$ cat src/rtl/vga_text_pkg.sv
// vga_text_pkg: constants and types shared by the text-mode display path
// (renderer, timing generator, screen RAM and font ROM wrappers).
//   - 640x480@60 default timing, 80x60 cell grid, address widths
//   - pix_ctl_t: per-pixel control word carried down the fetch pipeline
//   - cell_addr(): row*80+col built from shifts and one adder chain
package vga_text_pkg;

    localparam int DEF_H_ACTIVE  = 640;
    localparam int DEF_H_FP      = 16;
    localparam int DEF_H_SYNC    = 96;
    localparam int DEF_H_BP      = 48;
    localparam int DEF_V_ACTIVE  = 480;
    localparam int DEF_V_FP      = 10;
    localparam int DEF_V_SYNC    = 2;
    localparam int DEF_V_BP      = 33;
    localparam int DEF_BLINK_BIT = 4;

    localparam int COLS        = 80;
    localparam int ROWS        = 60;
    localparam int CELLS       = COLS * ROWS;
    localparam int SCR_ADDR_W  = 13;
    localparam int FONT_ADDR_W = 11;
    localparam int CNT_W       = 10;
    localparam int RGB_W       = 12;
    localparam int FRAME_CNT_W = 6;

    typedef struct packed {
        logic             act;   // pixel lies in the visible area
        logic             hit;   // pixel belongs to the cursor cell
        logic             hs_n;  // raw horizontal sync
        logic             vs_n;  // raw vertical sync
        logic [2:0]       px;    // pixel position inside the 8-wide cell
        logic [RGB_W-1:0] fg;
        logic [RGB_W-1:0] bg;
    } pix_ctl_t;

    // Syncs idle high so the blanked pipeline never emits a false sync pulse.
    localparam pix_ctl_t PIX_CTL_RST = '{act: 1'b0, hit: 1'b0, hs_n: 1'b1, vs_n: 1'b1,
                                         px: 3'd0, fg: '0, bg: '0};

    // row*80 + col == (row<<6) + (row<<4) + col
    function automatic logic [SCR_ADDR_W-1:0] cell_addr(input logic [5:0] row,
                                                        input logic [6:0] col);
        logic [SCR_ADDR_W-1:0] r;
        r = {7'd0, row};
        return (r << 6) + (r << 4) + {6'd0, col};
    endfunction

endpackage

$ cat src/rtl/vga_text_renderer_timing.sv
// vga_timing: free-running pixel/line counters for the display path.
// Ports:
//   clk, rst_n     pixel clock, async active-low reset
//   h_cnt_o        horizontal position 0..H_TOTAL-1
//   v_cnt_o        vertical position 0..V_TOTAL-1
//   active_o       visible-area flag for the current counter state
//   hsync_n_o      raw horizontal sync (not yet aligned with pixel data)
//   vsync_n_o      raw vertical sync
//   frame_tick_o   high on the last pixel of the frame
module vga_timing
    import vga_text_pkg::*;
#(
    parameter int H_ACTIVE = DEF_H_ACTIVE,
    parameter int H_FP     = DEF_H_FP,
    parameter int H_SYNC   = DEF_H_SYNC,
    parameter int H_BP     = DEF_H_BP,
    parameter int V_ACTIVE = DEF_V_ACTIVE,
    parameter int V_FP     = DEF_V_FP,
    parameter int V_SYNC   = DEF_V_SYNC,
    parameter int V_BP     = DEF_V_BP
) (
    input  logic             clk,
    input  logic             rst_n,
    output logic [CNT_W-1:0] h_cnt_o,
    output logic [CNT_W-1:0] v_cnt_o,
    output logic             active_o,
    output logic             hsync_n_o,
    output logic             vsync_n_o,
    output logic             frame_tick_o
);

    localparam int H_TOTAL = H_ACTIVE + H_FP + H_SYNC + H_BP;
    localparam int V_TOTAL = V_ACTIVE + V_FP + V_SYNC + V_BP;

    logic [CNT_W-1:0] h_q, h_d, v_q, v_d;
    logic             h_wrap, v_wrap;

    always_comb begin
        h_wrap = (h_q == CNT_W'(H_TOTAL - 1));
        v_wrap = (v_q == CNT_W'(V_TOTAL - 1));
        h_d    = h_wrap ? '0 : h_q + 1'b1;
        v_d    = v_q;
        if (h_wrap) v_d = v_wrap ? '0 : v_q + 1'b1;
    end

    always_ff @(posedge clk or negedge rst_n) begin
        if (!rst_n) begin
            h_q <= '0;
            v_q <= '0;
        end else begin
            h_q <= h_d;
            v_q <= v_d;
        end
    end

    assign h_cnt_o      = h_q;
    assign v_cnt_o      = v_q;
    assign active_o     = (h_q < CNT_W'(H_ACTIVE)) && (v_q < CNT_W'(V_ACTIVE));
    assign hsync_n_o    = !((h_q >= CNT_W'(H_ACTIVE + H_FP)) &&
                            (h_q <  CNT_W'(H_ACTIVE + H_FP + H_SYNC)));
    assign vsync_n_o    = !((v_q >= CNT_W'(V_ACTIVE + V_FP)) &&
                            (v_q <  CNT_W'(V_ACTIVE + V_FP + V_SYNC)));
    assign frame_tick_o = h_wrap && v_wrap;

endmodule

$ cat src/rtl/vga_text_renderer.sv
// vga_text_renderer: 80x60 text-mode VGA front end.
// Pipeline: stage 0 counters + screen RAM address, stage 1 font ROM address,
// stage 2 glyph bit select, stage 3 output register (3 clk counter->pin).
// Ports:
//   clk, rst_n              pixel clock, async active-low reset
//   scr_addr / scr_data     screen RAM read port (1-cycle registered read)
//   font_addr / font_data   font ROM read port {char,row}, bit 7 = leftmost
//   fg_color / bg_color     RGB444 colours, sampled with the pixel at stage 0
//   cursor_en / cursor_addr blinking inverse-video cursor cell
//   hsync_n, vsync_n, de    aligned syncs and data enable
//   rgb                     pixel colour, forced to 0 while blanked
module vga_text_renderer
    import vga_text_pkg::*;
#(
    parameter int H_ACTIVE  = DEF_H_ACTIVE,
    parameter int H_FP      = DEF_H_FP,
    parameter int H_SYNC    = DEF_H_SYNC,
    parameter int H_BP      = DEF_H_BP,
    parameter int V_ACTIVE  = DEF_V_ACTIVE,
    parameter int V_FP      = DEF_V_FP,
    parameter int V_SYNC    = DEF_V_SYNC,
    parameter int V_BP      = DEF_V_BP,
    parameter int BLINK_BIT = DEF_BLINK_BIT
) (
    input  logic                   clk,
    input  logic                   rst_n,
    output logic [SCR_ADDR_W-1:0]  scr_addr,
    input  logic [7:0]             scr_data,
    output logic [FONT_ADDR_W-1:0] font_addr,
    input  logic [7:0]             font_data,
    input  logic [RGB_W-1:0]       fg_color,
    input  logic [RGB_W-1:0]       bg_color,
    input  logic                   cursor_en,
    input  logic [SCR_ADDR_W-1:0]  cursor_addr,
    output logic                   hsync_n,
    output logic                   vsync_n,
    output logic                   de,
    output logic [RGB_W-1:0]       rgb
);

    logic [CNT_W-1:0] h_cnt, v_cnt;
    logic             active0, hs0_n, vs0_n, frame_tick;

    vga_timing #(
        .H_ACTIVE(H_ACTIVE), .H_FP(H_FP), .H_SYNC(H_SYNC), .H_BP(H_BP),
        .V_ACTIVE(V_ACTIVE), .V_FP(V_FP), .V_SYNC(V_SYNC), .V_BP(V_BP)
    ) u_timing (
        .clk         (clk),
        .rst_n       (rst_n),
        .h_cnt_o     (h_cnt),
        .v_cnt_o     (v_cnt),
        .active_o    (active0),
        .hsync_n_o   (hs0_n),
        .vsync_n_o   (vs0_n),
        .frame_tick_o(frame_tick)
    );

    // Top line bit only matters in blanking, where the address is forced to 0.
    logic unused_v_msb;
    assign unused_v_msb = v_cnt[CNT_W-1];

    // ---- stage 0 ----
    logic [SCR_ADDR_W-1:0] addr0;
    pix_ctl_t              st0;

    always_comb begin
        addr0 = '0;
        if (active0) addr0 = cell_addr(v_cnt[8:3], h_cnt[9:3]);
        // addr0 never exceeds CELLS-1, so out-of-range cursor values never hit.
        st0 = '{act:  active0,
                hit:  cursor_en && active0 && (addr0 == cursor_addr),
                hs_n: hs0_n,
                vs_n: vs0_n,
                px:   h_cnt[2:0],
                fg:   fg_color,
                bg:   bg_color};
    end

    assign scr_addr = addr0;

    // ---- stages 1 and 2 ----
    pix_ctl_t                st1_q, st2_q;
    logic [2:0]              gly1_q;
    logic [FRAME_CNT_W-1:0]  frame_cnt_q;

    always_ff @(posedge clk or negedge rst_n) begin
        if (!rst_n) begin
            st1_q       <= PIX_CTL_RST;
            st2_q       <= PIX_CTL_RST;
            gly1_q      <= '0;
            frame_cnt_q <= '0;
        end else begin
            st1_q       <= st0;
            gly1_q      <= v_cnt[2:0];
            st2_q       <= st1_q;
            frame_cnt_q <= frame_cnt_q + FRAME_CNT_W'(frame_tick);
        end
    end

    // Gated by the stage-1 active flag so the ROM address is quiet (and 0
    // out of reset) whenever the RAM data is not a real character.
    assign font_addr = st1_q.act ? {scr_data, gly1_q} : '0;

    // ---- stage 3: output register ----
    logic             pix;
    logic [RGB_W-1:0] rgb_d, rgb_q;
    logic             de_q, hs_q, vs_q;

    always_comb begin
        pix   = font_data[3'd7 - st2_q.px] ^ (st2_q.hit && frame_cnt_q[BLINK_BIT]);
        rgb_d = '0;
        if (st2_q.act) rgb_d = pix ? st2_q.fg : st2_q.bg;
    end

    always_ff @(posedge clk or negedge rst_n) begin
        if (!rst_n) begin
            rgb_q <= '0;
            de_q  <= 1'b0;
            hs_q  <= 1'b1;
            vs_q  <= 1'b1;
        end else begin
            rgb_q <= rgb_d;
            de_q  <= st2_q.act;
            hs_q  <= st2_q.hs_n;
            vs_q  <= st2_q.vs_n;
        end
    end

    assign rgb     = rgb_q;
    assign de      = de_q;
    assign hsync_n = hs_q;
    assign vsync_n = vs_q;

endmodule

$ cat config.mk
export PLATFORM = sky130hd
export DESIGN_NAME = vga_text_renderer
export DESIGN_NICKNAME = d
export VERILOG_FILES = /design/src/rtl/vga_text_pkg.sv /design/src/rtl/vga_text_renderer_timing.sv /design/src/rtl/vga_text_renderer.sv
export SDC_FILE = /design/constraint.sdc
export NUM_CORES = 1
export LEC_CHECK = 0
export CAP_MARGIN = 15
export CORE_UTILIZATION = 50
export DETAILED_ROUTE_END_ITERATION = 7
export GPL_TIMING_DRIVEN = 0
export PLACE_DENSITY = 0.79
export SLEW_MARGIN = 15
export SYNTH_ARGS = -nofsm -noshare
export SYNTH_HDL_FRONTEND = slang
export SYNTH_SLANG_ARGS = --single-unit
$ cat constraint.sdc
create_clock -name clk -period 4.2 [get_ports clk]
set_clock_uncertainty 0.15 [all_clocks]
set_input_delay 1.26 -clock clk [delete_from_list [all_inputs] [get_ports clk]]
set_output_delay 1.26 -clock clk [all_outputs]
set_load 0.01 [all_outputs]
==> results.sh <==
export IMPL_status="complete, no violations"
export IMPL_cp_arrival_ps=2690
export IMPL_synth_fa_ha_area_share_pct=5.95
export IMPL_setup_viol=0
export IMPL_synth_cell_types=45
export IMPL_cts_clk_slew_worst_paths_ps=90
export IMPL_r2r_worst_path_cells=9
export IMPL_yosys_area_share_xor_xnor_pct=5.36
export IMPL_routed_top_layer="met4"
export IMPL_die_area_mm2=0.00887
export IMPL_synth_edff_count=0
export IMPL_synthTopCellsByArea="dfrtp_1 (58%), ha_1 (5.0%), dfstp_2 (3.7%)"
export IMPL_drv_cap=0
export IMPL_path_buf_inv=4
export IMPL_p_comb_share_pct=7.8
export IMPL_place_inst=535
export IMPL_layout_area_seq_mm2=0.00264
export IMPL_netlist_instances=335
export IMPL_crit_slowest_cell="fa_2"
export IMPL_mostFrequentLayoutCells="dfrtp_1 (97), clkdlybuf4s50_1 (88), nor2_1 (22)"
export IMPL_crit_chain="buf_6 -> inv_1 -> fa_2 -> inv_1 -> ha_4 -> a211oi_4 -> or3_1 -> a21oi_2 -> clkdlybuf4s15_1"
export IMPL_vias=2848
export IMPL_max_slew_margin_rel_pct=47.0
export IMPL_synth_seq_cells=105
export IMPL_clk_latency_ps=360
export IMPL_p_sw_share_pct=22.5
export IMPL_area_delta_synth_final_pct=33.0
export IMPL_antenna_left=0
export IMPL_route_met3_wl_um=608
export IMPL_cp_common_cell="inv_1"
export IMPL_power_density_mw_per_mm2=307
export IMPL_hold_viol=0
export IMPL_fin_nets=524
export IMPL_cts_root_buf="clkbuf_8"
export IMPL_end_kind="output port"
export IMPL_dpl_hpwl_um=6100
export IMPL_intPower_mw=1.35
export IMPL_die_h_um=94.2
export IMPL_ctsHoldBuffers=0
export IMPL_grt_pass1_vias=2981
export IMPL_power_share_sequential_pct=60.5
export IMPL_cpPeakStageDelay_ps=540
export IMPL_cts_inserted_buffers=9
export IMPL_diodes=0
export IMPL_synth_fp_nets=410
export IMPL_grt_util_all_layers_pct=21.2
export IMPL_grt_overflow=0
export IMPL_slew_viol_final=0
export IMPL_synthMuxAreaShare_pct=4.62
export IMPL_cp_top_family="adder cells"
export IMPL_cts_sinks=105
export IMPL_numPortBuffers=94
export IMPL_tightest_slew_ps=788
export IMPL_fmax_mhz=244
export IMPL_critical_path_class="flip-flop to output port"
export IMPL_drtIter0Drc=97
export IMPL_totalWireLength_um=8440
export IMPL_antenna_found_initial=0
export IMPL_layout_commonest_cell="dfrtp_1"
export IMPL_ir_drop_mv=0.144
export IMPL_drive_above_1_share_pct=15.0
export IMPL_ys_flop_type="dfrtp_1"
export IMPL_cp_data_required_time_ps=2790
export IMPL_htreeDepth=3
export IMPL_hold_depth=0
export IMPL_nFillCells=581
export IMPL_stdcell_count=559
export IMPL_rsz0062_at_grt="false"
export IMPL_wl_met2_um=4190
export IMPL_leakage_nw=2.50
export IMPL_hold_end="st2_q[17]$_DFF_PN0_"
export IMPL_clk_path_buf_depth=2
export IMPL_cts_tree="built"
export IMPL_worstHoldStart="st1_q[17]$_DFF_PN0_"
export IMPL_fin_ws_ps=95.4
export IMPL_pre_cts_ws_ps=-247
export IMPL_yosysTopAreaCell="dfrtp_1"
export IMPL_r2r_start="u_timing.v_cnt_o[4]$_DFFE_PN0N_"
export IMPL_netlist_area_leader_share_pct=58.3
export IMPL_die_w_um=94.2
export IMPL_pin_count=95
export IMPL_wl_met1_um=3500
export IMPL_r2r_end="st1_q[29]$_DFF_PN0_"
export IMPL_grt_pass1_wl_um=14000
export IMPL_wire_per_inst_um=15.1
export IMPL_drcViolationCount=0
export IMPL_gp_congestion=0.848
export IMPL_fin_crit_sh_pct=97.7
export IMPL_initial_core_util_pct=51.7
export IMPL_yosysWarningCount=0
export IMPL_reg2reg_setup_slack_ps=1050
export IMPL_std_cell_rows=33
export IMPL_p_switching_mw=0.392
export IMPL_viasPerCell=5.09
export IMPL_syn_mean_instance_area_um2=12.7
export IMPL_synth_top_family_by_area="simple AND/OR/NAND/NOR gates"
export IMPL_p_clk_share_pct=31.7
export IMPL_fp_coreArea_mm2=0.00822
export IMPL_critPathMaxFanout=8
export IMPL_worst_hold_path_type="flip-flop to flip-flop"
export IMPL_period_needed_ps=4100
export IMPL_multiInputGateArea_mm2=0.00156
export IMPL_seq_area_frac_synth_pct=62.0
export IMPL_synth_area_mm2=0.00425
export IMPL_yosys_area_share_simple_pct=14.8
export IMPL_synthArstFlopShare_pct=100
export IMPL_start_kind="flip-flop"
export IMPL_synth_compound_area_share_pct=4.48
export IMPL_drtPass1Iterations=4
export IMPL_grt_max_degree=71
## per-stage QoR
stage          cell area, µm²  power, mW  TNS, ps  hold slack (ps)  util, %
2_1_floorplan            4250       1.10        0              181        -
3_3_place_gp             5320       1.20  -190810              182     64.8
3_5_place_dp             5350       1.21     -459              185     65.1
4_1_cts                  5590       1.76    -83.9              197     68.1
5_1_grt                  5650       1.82        0              206     68.8
6_report                 5650       1.74        0              195     68.8
## cell type report
type	count	share of cell area (%)
buffer	11	1.24
clock buffer	9	2.19
clock inverter	7	0.930
inverter	14	0.930
multi-input combinational	205	27.6
sequential	105	46.7
tap	105	2.32
timing repair buffer	103	18.1
## state kept, by name, summed over array words and instances, names as in the netlist, 3 cells and up
name and count:
st2_q 31, gly1_q 3, frame_cnt_q 5, u_timing.v_cnt_o 10, u_timing.h_cnt_o 10, rgb 12, st1_q 31
## repair_timing
action                                  CTS  global route
gates resized for setup                  22             9
buffers inserted                          5             3
pin swaps                                 6             7
endpoints found under the setup margin    6             6
## Yosys cell counts (8+ instances only)
cell type	instances
nor2b_1	13
xnor2_1	18
mux2i_1	14
ha_1	17
nand4_1	8
dfrtp_1	99
xor2_1	8
o21ai_0	12
nand3_1	12
nand2_1	13
inv_1	14
nor2_1	23
and2_1	20
## power groups by stage
stage | Sequential (mW) | Combinational [mW] | Clock [mW]
6_report | 1.05 | 0.136 | 0.551
5_1_grt | 1.05 | 0.149 | 0.615
4_1_cts | 1.05 | 0.139 | 0.574
3_5_place_dp | 1.07 | 0.138 | 0
3_3_place_gp | 1.07 | 0.131 | 0
2_1_floorplan | 1.07 | 0.0276 | 0
## logic make-up after synthesis
group / count (synthesis)
AND/OR/NAND/NOR: 113
buffers and inverters: 25
XOR/XNOR: 26
adder cells (fa/ha/maj): 19
multiplexers: 17
flip-flops: 105
AO/OA/AOI/OAI: 30
## how the worst max path moves through the flow
stage                           to                            start  slack, ps  cells after the start
6_report               scr_addr[8]  u_timing.v_cnt_o[5]$_DFFE_PN0N_        100                      9
5_1_grt                scr_addr[8]  u_timing.v_cnt_o[5]$_DFFE_PN0N_          1                      9
4_1_cts               scr_addr[11]  u_timing.v_cnt_o[5]$_DFFE_PN0N_        -30                      9
3_5_place_dp          scr_addr[10]  u_timing.v_cnt_o[5]$_DFFE_PN0N_       -250                     10
3_3_place_gp   st1_q[18]$_DFF_PN0_                            rst_n      -1890                      1
2_1_floorplan         scr_addr[10]  u_timing.v_cnt_o[5]$_DFFE_PN0N_        520                      9
## layer usage
layer  up-vias  global-route usage, %
met5         -                      0
met4         0                   8.33
met3        12                   5.18
met2        98                   36.0
met1      1381                   25.8
li1       1357                      -
Power figures use the tool's default switching activity.
